## src/rtl/card_table_ctrl.sv

```systemverilog
// card_table_ctrl: sole writer of the card-sprite tile RAM. Grants player and
// dealer deal requests (round robin when both are pending), places each card
// at the next slot of its hand row, and sweeps all 256 tiles to empty on a
// table-clear request. Every output is a flop.
module card_table_ctrl #(
  parameter int MAX_CARDS = 8,
  parameter int X_START   = 2,
  parameter int X_STEP    = 2,
  parameter int P_ROW     = 5,
  parameter int D_ROW     = 1
) (
  input  logic       clk,
  input  logic       reset,
  input  logic       clr_req,
  input  logic       p_req,
  input  logic [3:0] p_code,
  output logic       p_ack,
  input  logic       d_req,
  input  logic [3:0] d_code,
  output logic       d_ack,
  output logic       err,
  output logic [3:0] p_count,
  output logic [3:0] d_count,
  output logic       busy,
  output logic [4:0] xt,
  output logic [2:0] yt,
  output logic [5:0] ch_out,
  output logic       we_ch
);

  typedef enum logic [1:0] {IDLE, WRITE, CLEAR} state_t;
  typedef enum logic {PLAYER, DEALER} side_t;

  state_t     state_q, state_d;
  side_t      last_q, last_d;   // side granted most recently
  side_t      sel_q, sel_d;     // side being served in WRITE
  logic [3:0] code_q, code_d;   // card code captured at grant
  logic [7:0] addr_q, addr_d;   // clear sweep address {yt, xt}

  logic       p_ack_q, p_ack_d;
  logic       d_ack_q, d_ack_d;
  logic       err_q, err_d;
  logic [3:0] p_count_q, p_count_d;
  logic [3:0] d_count_q, d_count_d;
  logic       busy_q, busy_d;
  logic [4:0] xt_q, xt_d;
  logic [2:0] yt_q, yt_d;
  logic [5:0] ch_q, ch_d;
  logic       we_q, we_d;

  logic       p_pend, d_pend;
  logic [3:0] cnt;
  logic [4:0] slot_x;
  logic [2:0] row;

  // Next-state, grant arbitration and registered-output values.
  always_comb begin
    // NOTE: every variable gets a default before the case so that no path
    // leaves one unassigned; a missing default would infer a latch.
    state_d   = state_q;
    last_d    = last_q;
    sel_d     = sel_q;
    code_d    = code_q;
    addr_d    = addr_q;
    p_ack_d   = 1'b0;
    d_ack_d   = 1'b0;
    err_d     = 1'b0;
    p_count_d = p_count_q;
    d_count_d = d_count_q;
    xt_d      = '0;
    yt_d      = '0;
    ch_d      = '0;
    we_d      = 1'b0;
    cnt       = '0;
    slot_x    = '0;
    row       = '0;
    // The requester still holds req during the cycle its ack is visible;
    // masking with the ack keeps that request from being granted twice.
    p_pend    = p_req & ~p_ack_q;
    d_pend    = d_req & ~d_ack_q;

    unique case (state_q)
      IDLE: begin
        if (clr_req) begin
          state_d = CLEAR;
          addr_d  = '0;
          we_d    = 1'b1;          // first sweep write: tile {0,0} = empty
        end else if (p_pend || d_pend) begin
          state_d = WRITE;
          if (p_pend && (!d_pend || last_q == DEALER)) begin
            sel_d  = PLAYER;
            code_d = p_code;
          end else begin
            sel_d  = DEALER;
            code_d = d_code;
          end
        end
      end

      WRITE: begin
        state_d = IDLE;
        last_d  = sel_q;
        if (sel_q == PLAYER) begin
          cnt     = p_count_q;
          row     = 3'(P_ROW);
          p_ack_d = 1'b1;
        end else begin
          cnt     = d_count_q;
          row     = 3'(D_ROW);
          d_ack_d = 1'b1;
        end
        slot_x = 5'(X_START) + 5'(X_STEP) * {1'b0, cnt};
        if (code_q == 4'd0 || cnt == 4'(MAX_CARDS)) begin
          err_d = 1'b1;            // empty code or full hand: ack, no write
        end else begin
          we_d = 1'b1;
          xt_d = slot_x;
          yt_d = row;
          ch_d = {2'b00, code_q};
          if (sel_q == PLAYER) p_count_d = p_count_q + 4'd1;
          else                 d_count_d = d_count_q + 4'd1;
        end
      end

      CLEAR: begin
        if (addr_q == 8'hFF) begin
          state_d   = IDLE;
          p_count_d = '0;
          d_count_d = '0;
        end else begin
          addr_d       = addr_q + 8'd1;
          we_d         = 1'b1;
          {yt_d, xt_d} = addr_q + 8'd1;
        end
      end

      default: state_d = IDLE;
    endcase

    busy_d = (state_d != IDLE);
  end

  // State and output registers; reset returns to IDLE with all outputs low.
  always_ff @(posedge clk or posedge reset) begin
    // NOTE: non-blocking assignments so every flop samples pre-edge values.
    if (reset) begin
      state_q   <= IDLE;
      last_q    <= DEALER;
      sel_q     <= PLAYER;
      code_q    <= '0;
      addr_q    <= '0;
      p_ack_q   <= 1'b0;
      d_ack_q   <= 1'b0;
      err_q     <= 1'b0;
      p_count_q <= '0;
      d_count_q <= '0;
      busy_q    <= 1'b0;
      xt_q      <= '0;
      yt_q      <= '0;
      ch_q      <= '0;
      we_q      <= 1'b0;
    end else begin
      state_q   <= state_d;
      last_q    <= last_d;
      sel_q     <= sel_d;
      code_q    <= code_d;
      addr_q    <= addr_d;
      p_ack_q   <= p_ack_d;
      d_ack_q   <= d_ack_d;
      err_q     <= err_d;
      p_count_q <= p_count_d;
      d_count_q <= d_count_d;
      busy_q    <= busy_d;
      xt_q      <= xt_d;
      yt_q      <= yt_d;
      ch_q      <= ch_d;
      we_q      <= we_d;
    end
  end

  assign p_ack   = p_ack_q;
  assign d_ack   = d_ack_q;
  assign err     = err_q;
  assign p_count = p_count_q;
  assign d_count = d_count_q;
  assign busy    = busy_q;
  assign xt      = xt_q;
  assign yt      = yt_q;
  assign ch_out  = ch_q;
  assign we_ch   = we_q;

endmodule
```

## config.mk

```make
export PLATFORM = sky130hd
export DESIGN_NAME = card_table_ctrl
export DESIGN_NICKNAME = d
export VERILOG_FILES = /design/src/rtl/card_table_ctrl.sv
export SDC_FILE = /design/constraint.sdc
export NUM_CORES = 1
export LEC_CHECK = 0
export ABC_AREA = 1
export CORE_ASPECT_RATIO = 0.75
export CORE_MARGIN = 5
export CORE_UTILIZATION = 40
export CTS_BUF_LIST = sky130_fd_sc_hd__clkbuf_4 sky130_fd_sc_hd__clkbuf_8
export DETAILED_ROUTE_END_ITERATION = 16
export PLACE_DENSITY = 0.61
export SLEW_MARGIN = 0
export SYNTH_ARGS = -nofsm -noshare
export SYNTH_HDL_FRONTEND = slang
export SYNTH_SLANG_ARGS = --single-unit
```

## constraint.sdc

```tcl
create_clock -name clk -period 2.19 [get_ports clk]
set_clock_uncertainty 0.1 [all_clocks]
set_input_delay 0.438 -clock clk [delete_from_list [all_inputs] [get_ports clk]]
set_output_delay 0.438 -clock clk [all_outputs]
set_load 0.01 [all_outputs]
```

; ---- Word level (Yosys, flattened, before mapping)
; Cells that the tools add are included.
[op_classes]
reduce_logical = 14
eq_ne = 10
n_mux = 37
bitwise = 5
n_addsub = 4
[ops]
columns = cell, n
row1 = two-way mux 4 bit, 10
row2 = two-way mux 8 bit, 2
row3 = one-hot mux 4 bit (2 select lines), 2
row4 = one-hot mux 8 bit (2 select lines), 1
row5 = inequality test 2 bit (second input constant), 6
row6 = two-way mux 1 bit, 10
row7 = two-way mux 5 bit, 2
row8 = one-hot mux 5 bit (2 select lines), 1
row9 = two-way mux 3 bit, 3
row10 = adder 4 x 1 -> 4 bit (second input constant), 2
row11 = adder 8 x 1 -> 8 bit (second input constant), 1
row12 = equality test 8 bit (second input constant), 1
row13 = AND reduction 4 bit, 2
row14 = two-way mux 2 bit, 3
row15 = one-hot mux 3 bit (2 select lines), 1
row16 = AND reduction 3 bit, 2
row17 = nonzero test 2 bit, 3
row18 = adder 2 x 5 -> 5 bit (first input constant), 1
row19 = equality test 4 bit (second input constant), 1
row20 = zero test 4 bit, 1
row21 = one-hot mux 2 bit (2 select lines), 1
row22 = logical OR 1 bit, 3
row23 = NOT 1 bit, 3
row24 = one-hot mux 1 bit (3 select lines), 1
row25 = other kinds (6), 7
[word_totals]
in_bits = 13
wordCells = 85
output_inout_bits = 27
ff_bits = 43

; ---- Depth between registers and ports, before layout
; Gate-level depths: netlist of the first run.
[depth]
depth_word = 7
mapped_depth = 13
ltp_nobuf = 11

; ---- Worst setup path before layout of the first run
; Ideal clock, no wire load.
[synth_timing]
path_type = register to register
start = reg sel_q
end = reg p_count_q[2] (netlist: p_count[2])
slack_ps = 511
path_buffers = 2
path_stages_with_launch = 14
t_arrival_ps = 1462
path_cell_list = dfrtp_1 buf_6 inv_6 nand2_1 nand2_1 inv_1 ha_1 nand3_4 nand2_4 nand2_4 buf_6 nand3_4 nand2_1 nand2_1
[synth_between]
elab_chain_len = 6
[synth_lines]
columns = element, line
row1 = from (decl), 36  ; side_t sel_q, sel_d;
row2 = from (signal assigned), 165  ; sel_q <= sel_d;
row3 = two-way mux 4 bit, 103  ; if (sel_q == PLAYER) begin
row4 = two-way mux 4 bit, 82  ; unique case (state_q)
row5 = equality test 4 bit, 113  ; if (code_q == 4'd0 || cnt == 4'(MAX_CARDS)) begin
row6 = logical OR 1 bit, 113
row7 = inequality test 2 bit (no source line), --
row8 = AND reduction 4 bit (no source line) *, --
row9 = to (signal assigned), 171  ; p_count_q <= p_count_d;
row10 = to (decl), 43  ; logic [3:0] p_count_q, p_count_d;
; Every way passes the cells marked *; elsewhere a longest branch is shown, timed or not. The select of a mux whose other input is x is not followed.
; A chain may end at the register's enable or synchronous reset.

; ---- Worst setup path in the final report of the first run
[layout_timing]
start = reg sel_q
end = reg d_count_q[0] (netlist: d_count[0])
[layout_between]
elab_chain_len = 6
[layout_lines]
columns = element, line
row1 = two-way mux 4 bit, 103
row2 = two-way mux 4 bit, 82
row3 = equality test 4 bit, 113
row4 = logical OR 1 bit, 113
row5 = inequality test 2 bit (no source line), --
row6 = AND reduction 4 bit (no source line) *, --
row7 = to (signal assigned), 172  ; d_count_q <= d_count_d;
row8 = to (decl), 44  ; logic [3:0] d_count_q, d_count_d;
; Marked as above.

==> results of run 1 <==
state kept, by name, summed over array words and instances, names as in the netlist, 2 cells and up:
name,count
addr_q,8
xt,5
ch_out,4
code_q,4
d_count,4
p_count,4
yt,3
state_q,2
power breakdown:
part,total [W],switching [W],internal (W),leakage [nW]
combinational,0.00154,0.000942,0.000601,0.767
clock,0.000483,0.000263,0.000220,0.0439
sequential,0.00115,0.000182,0.000966,0.540
total,0.00317,0.00139,0.00179,1.35
worst paths after layout:
path | endpoint | slack, ns | startpoint
max | d_count[0] | 0.31 | sel_q
min | d_count[0] | 0.40 | reset
max reg2reg | d_count[0] | 0.31 | sel_q
min reg2reg | last_q | 0.42 | last_q
max in group asynchronous | last_q | 1.34 | reset
min in group clk | last_q | 0.42 | last_q
cells by family after synthesis:
family | count (synthesis) | share of synthesized area [%]
buf+inv | 49 | 9.772
compound gates | 40 | 10.05
simple gates | 140 | 29.04
flops | 41 | 45.59
fa+ha+maj | 9 | 4.997
xor+xnor | 1 | 0.3887
other cells | 1 | 0.1664
cell type report:
class                           count  area (sq um)
Sequential cell                    41          1027
Tap cell                           75         93.84
Fill cell                         544          2618
Timing Repair Buffer               41         412.9
Clock buffer                        5         68.82
Multi-Input combinational cell    192          1010
Inverter                           42         162.7
Clock inverter                      3         17.52
cell usage in the layout (no fill, tap or decap), types with 2 or more instances in the layout:
cell	n
clkbuf_8	5
a21oi_1	19
clkinv_1	2
nor2_2	3
ha_1	9
nand2_2	5
inv_2	8
inv_1	31
clkdlybuf4s50_1	37
nand3_1	17
nor2_1	25
dfrtp_1	40
nand4_1	12
clkinv_2	2
nand2_4	3
buf_4	3
conb_1	2
nand3_4	2
o21ai_0	5
o21ai_1	11
nand2_1	72
routing by layer:
metal | global-route usage, % | wire length, um | vias up
met2 | 22.40 | 2049 | 54
met4 | 3.738 | 23 | 0
met3 | 5.185 | 335 | 2
met1 | 21.06 | 2571 | 856
li1 | - | - | 976
met5 | 0 | 0 | -
synth_stat cells:
library cell / count / area share [%]
o21ai_4: 1 / 0.72
a21oi_1: 19 / 4.2
dfrtp_1: 40 / 44
conb_1: 1 / 0.17
inv_6: 1 / 0.39
nand2_1: 72 / 12
o21ai_0: 5 / 1.1
o21ai_2: 1 / 0.39
inv_1: 31 / 5.2
nand2_4: 3 / 1.5
xor2_1: 1 / 0.39
nor2_4: 1 / 0.50
nor2_1: 25 / 4.2
buf_4: 4 / 1.3
nand3_4: 2 / 1.6
o22ai_2: 1 / 0.56
clkinv_1: 2 / 0.33
buf_6: 2 / 1.0
o21bai_1: 1 / 0.33
o22ai_1: 1 / 0.28
o21ai_1: 11 / 2.4
buf_2: 1 / 0.22
nand2_2: 5 / 1.4
nand4_1: 12 / 3.3
inv_2: 8 / 1.3
dfstp_2: 1 / 1.2
nand3_1: 17 / 3.8
ha_1: 9 / 5.0
nor2_2: 3 / 0.83
stage by stage:
step	hold slack [ns]	std cells	area (sq um)	total power, W	setup WS [ns]
global route	0.4107	399	2793	0.003466	0.1524
floorplan	0.3597	282	2257	0.002179	0.5105
CTS	0.4034	399	2793	0.003208	0.3045
detailed placement	0.4167	391	2706	0.002700	0.2905
global placement	0.3974	391	2706	0.002687	0.3106
finish	0.3968	399	2793	0.003174	0.3098
worst min-delay path, stage by stage:
cell and delay [ns]:
clkdlybuf4s50_1 0.39, inv_1 0.09, buf_12 0.24
==> results_dict.tcl, run 1 <==
set metrics [dict create \
    worstHoldPathType "input pin to async pin" \
    antenna_found_initial 0 \
    nets 345 \
    die_w_um 96.67 \
    crit_family "simple AND/OR/NAND/NOR gates" \
    rows 23 \
    rsz0062_at_grt "false" \
    drtIter0Drc 182 \
    hold_violations 0 \
    power.leakage_nw 1.351 \
    initial_core_util_pct 41.65 \
    floorplan.die_area_sq_mm 0.007250 \
    cts_hold_buf 0 \
    die_h_um 75 \
    cp.depth 11 \
    crit_path_start_kind "flop" \
    critPathMaxStageDelay_ns 0.48 \
    ir_worst_vdd_mv 0.4679 \
    path_cells "inv_6, nand2_1, nand2_1, inv_1, ha_1, nand3_4, nand2_4, nand2_4, nand3_1, nand2_1, nand2_1" \
    dr.pass1.iters 5 \
    cts_sinks 41 \
    core_sq_mm 0.005410 \
    path_max_fanout 11 \
    cp_num_buf_inv 2 \
    gp_congestion 0.8344 \
    maxCapViolCount 0 \
    path_clk_slew_ns 0.08 \
    post_cts_buffers 0 \
    clk_latency_ns 0.29 \
    antenna_left 0 \
    synthCells 281 \
    cp_data_arrival_time_ns 1.97 \
    syn-cell-area_sq_mm 0.002253 \
    ys_seq_area_share_pct 45.59 \
    cts_buffer_depth 2 \
    yosys_warnings 0 \
    diodes 0 \
    place_hpwl_mm 3.727 \
    pin_count 40 \
    fmaxAchievable_ghz 0.5319 \
    ys_ff_latch 41 \
    cts_made_buffers 5 \
    p_per_area_mw_per_mm2 1137 \
    num_vias 1888 \
    r2r_cells 11 \
    root_buffer "clkbuf_8" \
    cts_tree "yes" \
    yosys.cell_types.count 29 \
    avgSynthCellArea_sq_um 8.019 \
    final.setup.tns_ns 0 \
    cts_resized 0 \
    drive_above_1_share_pct 12.04 \
    area_growth_pct 23.93 \
    required_ns 2.28 \
    fin_crit_ns 1.880 \
    grt_pass1_wl_mm 8.673 \
    grt_remaining_overflow 0 \
    drc 0 \
    wl_per_cell_um 12.48 \
    grt.total_usage_pct 14.99 \
    grt_pass1_vias 1788 \
    vias_per_cell 4.732 \
    cp_slowest_cell "dfrtp_1" \
    htreeDepth 2 \
    path_class "flop to flop" \
    finalMaxSlewViolations 0 \
    outcome "complete, no violations" \
    utilization_pct 51.62 \
    port_buffers 37 \
    endpoint_kind "flop" \
    setup_viol 0 \
    wl_mm 4.979 \
    finalCritPeriodShare_pct 85.85 \
    worst_path_most_repeated_cell "nand2_1" \
    grt_max_degree 42 \
]
Note: power is estimated with default switching activity, not from simulation.
==> run 2, diff against run 1 <==
ABC_AREA = not set   (was 1)
PLACE_DENSITY = 0.62   (was 0.61)
==> results_dict.tcl, run 2 <==
set metrics [dict create \
    path_max_fanout 4 \
    gp_congestion 0.8298 \
    utilization_pct 53.87 \
    ys_seq_area_share_pct 47.13 \
    timing_worst_slew_pin_value_ns 0.6022 \
    slew-limit-headroom_pct 59.59 \
    path_clk_slew_ns 0.08 \
    dr.pass1.iters 4 \
    wl_per_cell_um 14.55 \
    synth_edf_count 0 \
    dr_wl_met3_um 282 \
    worstHoldPathType "input pin to async pin" \
    setup_viol 0 \
    r2r-start "sel_q" \
    initial_core_util_pct 40.94 \
    hold_violations 0 \
    antenna_found_initial 0 \
    grt_pass1_vias 1663 \
    grt_max_degree 18 \
    nets 290 \
    rows 23 \
    antenna_left 0 \
    htreeDepth 2 \
    root_buffer "clkbuf_8" \
    synthCells 212 \
    final_cells 344 \
    endpoint_kind "flop" \
    yosysTopAreaCell "dfrtp_1" \
    ir_worst_vdd_mv 0.5799 \
    ys_ff_latch 41 \
    r2r_slack_ns 0.05 \
    core_sq_mm 0.005324 \
    synth.area.top_cells "dfrtp_1 46%, ha_1 5.2%, o21ai_0 4.8%" \
    yosys.cell_types.count 50 \
    synth-simple-area-share_pct 20.67 \
    rr_endpoint "p_count[1]" \
    layout_common_cells "40 x dfrtp_1, 37 x clkdlybuf4s50_1, 22 x nand2_1" \
    finalCritPeriodShare_pct 97.76 \
    drtIter0Drc 47 \
    grt_pass1_wl_mm 8.245 \
    crit_path_start_kind "flop" \
    power.leakage_nw 1.265 \
    dr.max_layer_used "met4" \
    fin_crit_ns 2.141 \
    path_class "flop to flop" \
    required_ns 2.27 \
    finalMaxSlewViolations 0 \
    critPathMaxStageDelay_ns 0.44 \
    ys_top_cells_by_count "40 x dfrtp_1, 22 x nand2_1, 21 x o21ai_0, 12 x inv_1, 11 x nand3_1" \
    fin_ws_ns 0.04913 \
    p_per_area_mw_per_mm2 1239 \
    synth_compound_area_share_pct 14.12 \
    ys_dominant_reg_cell "dfrtp_1" \
    cts_sinks 41 \
    yosys_warnings 0 \
    die_w_um 95.24 \
    synth_fa_ha_area_share_pct 5.166 \
    syn-cell-area_sq_mm 0.002180 \
    r2r_cells 6 \
    synthMuxAreaShare_pct 6.257 \
    clk_latency_ns 0.29 \
    num_vias 1713 \
    synth_top_family_by_area "simple AND/OR/NAND/NOR gates" \
    vias_per_cell 4.980 \
    dp_cells 334 \
    grt.total_usage_pct 15.33 \
    floorplan.die_area_sq_mm 0.007040 \
    cts_made_buffers 5 \
    cts_hold_buf 0 \
    diodes 0 \
    drc 0 \
    place_ws_ns 0.05882 \
    avgSynthCellArea_sq_um 10.28 \
    wl_mm 5.006 \
    cts_tree "yes" \
    die_h_um 73.93 \
    ys_async_sr_fraction_pct 100.0 \
    wl_met2_mm 2.109 \
    synth-xor-area-share_pct 2.411 \
    wl_met1_mm 2.564 \
    drive_above_1_share_pct 15.99 \
    largest_reg_flops 8 \
    synth.most_common_cell "dfrtp_1" \
    pin_count 40 \
    grt_remaining_overflow 0 \
    cp_data_arrival_time_ns 2.22 \
    outcome "complete, no violations" \
    path_cells "mux2i_2, ha_2, and4bb_4, o31ai_4, nand3_1, mux2_1" \
    final_common_cell "dfrtp_1" \
    area_growth_pct 31.57 \
    port_buffers 37 \
    cts_buffer_depth 2 \
    place_hpwl_mm 3.843 \
    top_register "addr_q" \
    cp_slowest_cell "dfrtp_1" \
    synth_top_area_share_pct 45.92 \
    maxCapViolCount 0 \
    fmaxAchievable_ghz 0.4671 \
    fillCellCount 480 \
]
-- run 2: worst max path at each step --
stage	from	end	slack (ns)	cells after the start
floorplan	sel_q	d_count[2]	0.11	7
global placement	sel_q	d_count[2]	0.14	6
detailed placement	sel_q	p_count[1]	0.06	6
CTS	sel_q	p_count[1]	0.04	6
global route	sel_q	p_count[1]	-0.01	6
finish	sel_q	p_count[1]	0.05	6
-- run 2: cells by family (layout without fill, tap and decap cells) --
kind of cell / count (synthesis) / count (layout)
multiplexers: 13 / 13
XOR/XNOR: 6 / 6
adder cells (fa/ha/maj): 9 / 9
AO/OA/AOI/OAI: 47 / 47
other: 1 / 2
AND/OR/NAND/NOR: 76 / 76
buffers and inverters: 19 / 75
flip-flops: 41 / 41
-- run 2: metal layers --
layer / up-vias / global-route usage (%)
li1: 865 / -
met3: 7 / 4.708
met5: - / 0
met2: 38 / 21.02
met4: 0 / 3.840
met1: 803 / 23.29
-- run 2: timing repair --
item                                    4_1_cts  5_1_grt
endpoints found under the setup margin        0        4
setup buffers                                 0        2
resized for setup                             0        3
-- run 2: per-stage QoR --
stage / area, sq um / total power, W / hold slack [ns] / setup TNS, ns
6_report: 2868 / 0.003554 / 0.3214 / 0
5_1_grt: 2868 / 0.003805 / 0.3365 / -0.01215
4_1_cts: 2844 / 0.003526 / 0.3333 / 0
3_5_place_dp: 2724 / 0.002870 / 0.4313 / 0
3_3_place_gp: 2724 / 0.002855 / 0.4168 / 0
2_1_floorplan: 2183 / 0.002175 / 0.3924 / 0
-- run 2: report_power, final --
group / total, W / internal (W) / switching [W]
registers: 0.00116 / 0.000967 / 0.000192
logic: 0.00175 / 0.000862 / 0.000888
clock network: 0.000645 / 0.000384 / 0.000261
total: 0.00355 / 0.00221 / 0.00134
-- run 2: critical path: cells and delay by family, from the launching register on --
kind	cells	cell delay (ns)
AO/OA/AOI/OAI	1	0.34
adder cells (fa/ha/maj)	1	0.20
flip-flops	1	0.44
multiplexers	2	0.53
AND/OR/NAND/NOR	2	0.42
-- run 2: layout make-up --
class / count / area [sq um] / share of cell area, %
Multi-Input combinational cell: 153 / 1076 / 37.52
Sequential cell: 41 / 1027 / 35.82
Tap cell: 75 / 93.84 / 3.272
Inverter: 12 / 45.04 / 1.571
Clock buffer: 7 / 90.09 / 3.141
Timing Repair Buffer: 55 / 505.5 / 17.63
Clock inverter: 1 / 30.03 / 1.047
==> run 3, diff against run 2 <==
MAX_ROUTING_LAYER = met4   (was not set)
==> results_dict.tcl, run 3 (same netlist as run 2, synthesis figures left out) <==
set metrics [dict create \
    vias_per_cell 4.980 \
    power.leakage_nw 1.265 \
    cts_tree "yes" \
    endpoint_kind "flop" \
    grt_remaining_overflow 0 \
    finalMaxSlewViolations 0 \
    finalInstanceArea_sq_mm 0.002868 \
    antenna_found_initial 0 \
    grt_max_degree 18 \
    path_cells "mux2i_2, ha_2, and4bb_4, o31ai_4, nand3_1, mux2_1" \
    grt_pass1_wl_mm 8.245 \
    rows 23 \
    worstHoldPathType "input pin to async pin" \
    path_max_fanout 4 \
    diodes 0 \
    area_growth_pct 31.57 \
    core_sq_mm 0.005324 \
    p_per_area_mw_per_mm2 1241 \
    cp_num_buf_inv 0 \
    drtIter0Drc 46 \
    largest_reg_flops 8 \
    grt.total_usage_pct 15.81 \
    maxCapViolCount 0 \
    whs_ns 0.3245 \
    place_hpwl_mm 3.843 \
    num_vias 1713 \
    wl_mm 5.058 \
    fmaxAchievable_ghz 0.4675 \
    layout_common_cells "40 x dfrtp_1, 37 x clkdlybuf4s50_1, 22 x nand2_1" \
    crit_family "multiplexers" \
    cts_made_buffers 5 \
    port_buffers 37 \
    placed_area_sq_mm 0.002724 \
    outcome "complete, no violations" \
    pin_count 40 \
    cp_slowest_cell "dfrtp_1" \
    cp_data_arrival_time_ns 2.22 \
    hold_violations 0 \
    cts_hold_buf 0 \
    root_buffer "clkbuf_8" \
    nets 290 \
    drive_above_1_share_pct 15.99 \
    ir_worst_vdd_mv 0.5818 \
    initial_core_util_pct 40.94 \
    final_cells 344 \
    htreeDepth 2 \
    slew-limit-headroom_pct 59.74 \
    cts_buffer_depth 2 \
    cts_sinks 41 \
    timing_worst_slew_pin_value_ns 0.5998 \
    floorplan.die_area_sq_mm 0.007040 \
    grt_pass1_vias 1665 \
    gp_congestion 0.8424 \
    die_h_um 73.93 \
    setup_viol 0 \
    antenna_left 0 \
    dp_cells 334 \
    required_ns 2.27 \
    critPathMaxStageDelay_ns 0.44 \
    dr.pass1.iters 4 \
    crit_path_start_kind "flop" \
    drc 0 \
    fin_crit_ns 2.139 \
    path_clk_slew_ns 0.08 \
    die_w_um 95.24 \
    finalCritPeriodShare_pct 97.67 \
    top_register "addr_q" \
    clk_latency_ns 0.29 \
    wl_per_cell_um 14.70 \
    final_common_cell "dfrtp_1" \
    total_power_w 0.003559 \
    path_class "flop to flop" \
    final.setup.tns_ns 0 \
]
==> run 3: path summary, 6_finish.rpt <==
path | from | endpoint | slack, ns | cells past startpoint
setup / recovery | sel_q | p_count[1] | 0.05 | 6
hold / removal | reset | addr_q[7] | 0.32 | 2
setup reg to reg | sel_q | p_count[1] | 0.05 | 6
hold reg to reg | last_q | last_q | 0.44 | 2
max in group asynchronous | reset | d_count[2] | 1.10 | 3
min in group clk | last_q | last_q | 0.44 | 2
==> run 3: repair_timing <==
item | CTS | global route
buffers inserted | 0 | 2
gates resized for setup | 0 | 3
setup endpoints to repair | 0 | 4
==> run 3: area by class of cell <==
cell class                      count  area [sq um]
Timing Repair Buffer               55         505.5
Tap cell                           75         93.84
Inverter                           12         45.04
Multi-Input combinational cell    153          1076
Sequential cell                    41          1027
Clock inverter                      1         30.03
Fill cell                         480          2456
Clock buffer                        7         90.09
==> run 3: per-layer routing <==
| layer | up-vias | global-route usage (%) | wire, um |
|---|---|---|---|
| met4 | 0 | 3.840 | 21 |
| met5 | - | - | 0 |
| met3 | 2 | 3.889 | 293 |
| li1 | 863 | - | - |
| met2 | 43 | 21.02 | 2148 |
| met1 | 805 | 23.74 | 2594 |
==> run 3: power by group <==
group | internal (W) | switching (W) | total [W]
clock | 0.000384 | 0.000260 | 0.000644
sequential | 0.000967 | 0.000193 | 0.00116
combinational | 0.000862 | 0.000894 | 0.00176
==> run 3: per-stage QoR <==
step	setup WS, ns	util, %
2_1_floorplan	0.1124	-
3_3_place_gp	0.1428	51.16
3_5_place_dp	0.05882	51.16
4_1_cts	0.04226	53.42
5_1_grt	-0.01203	53.87
6_report	0.05106	53.87
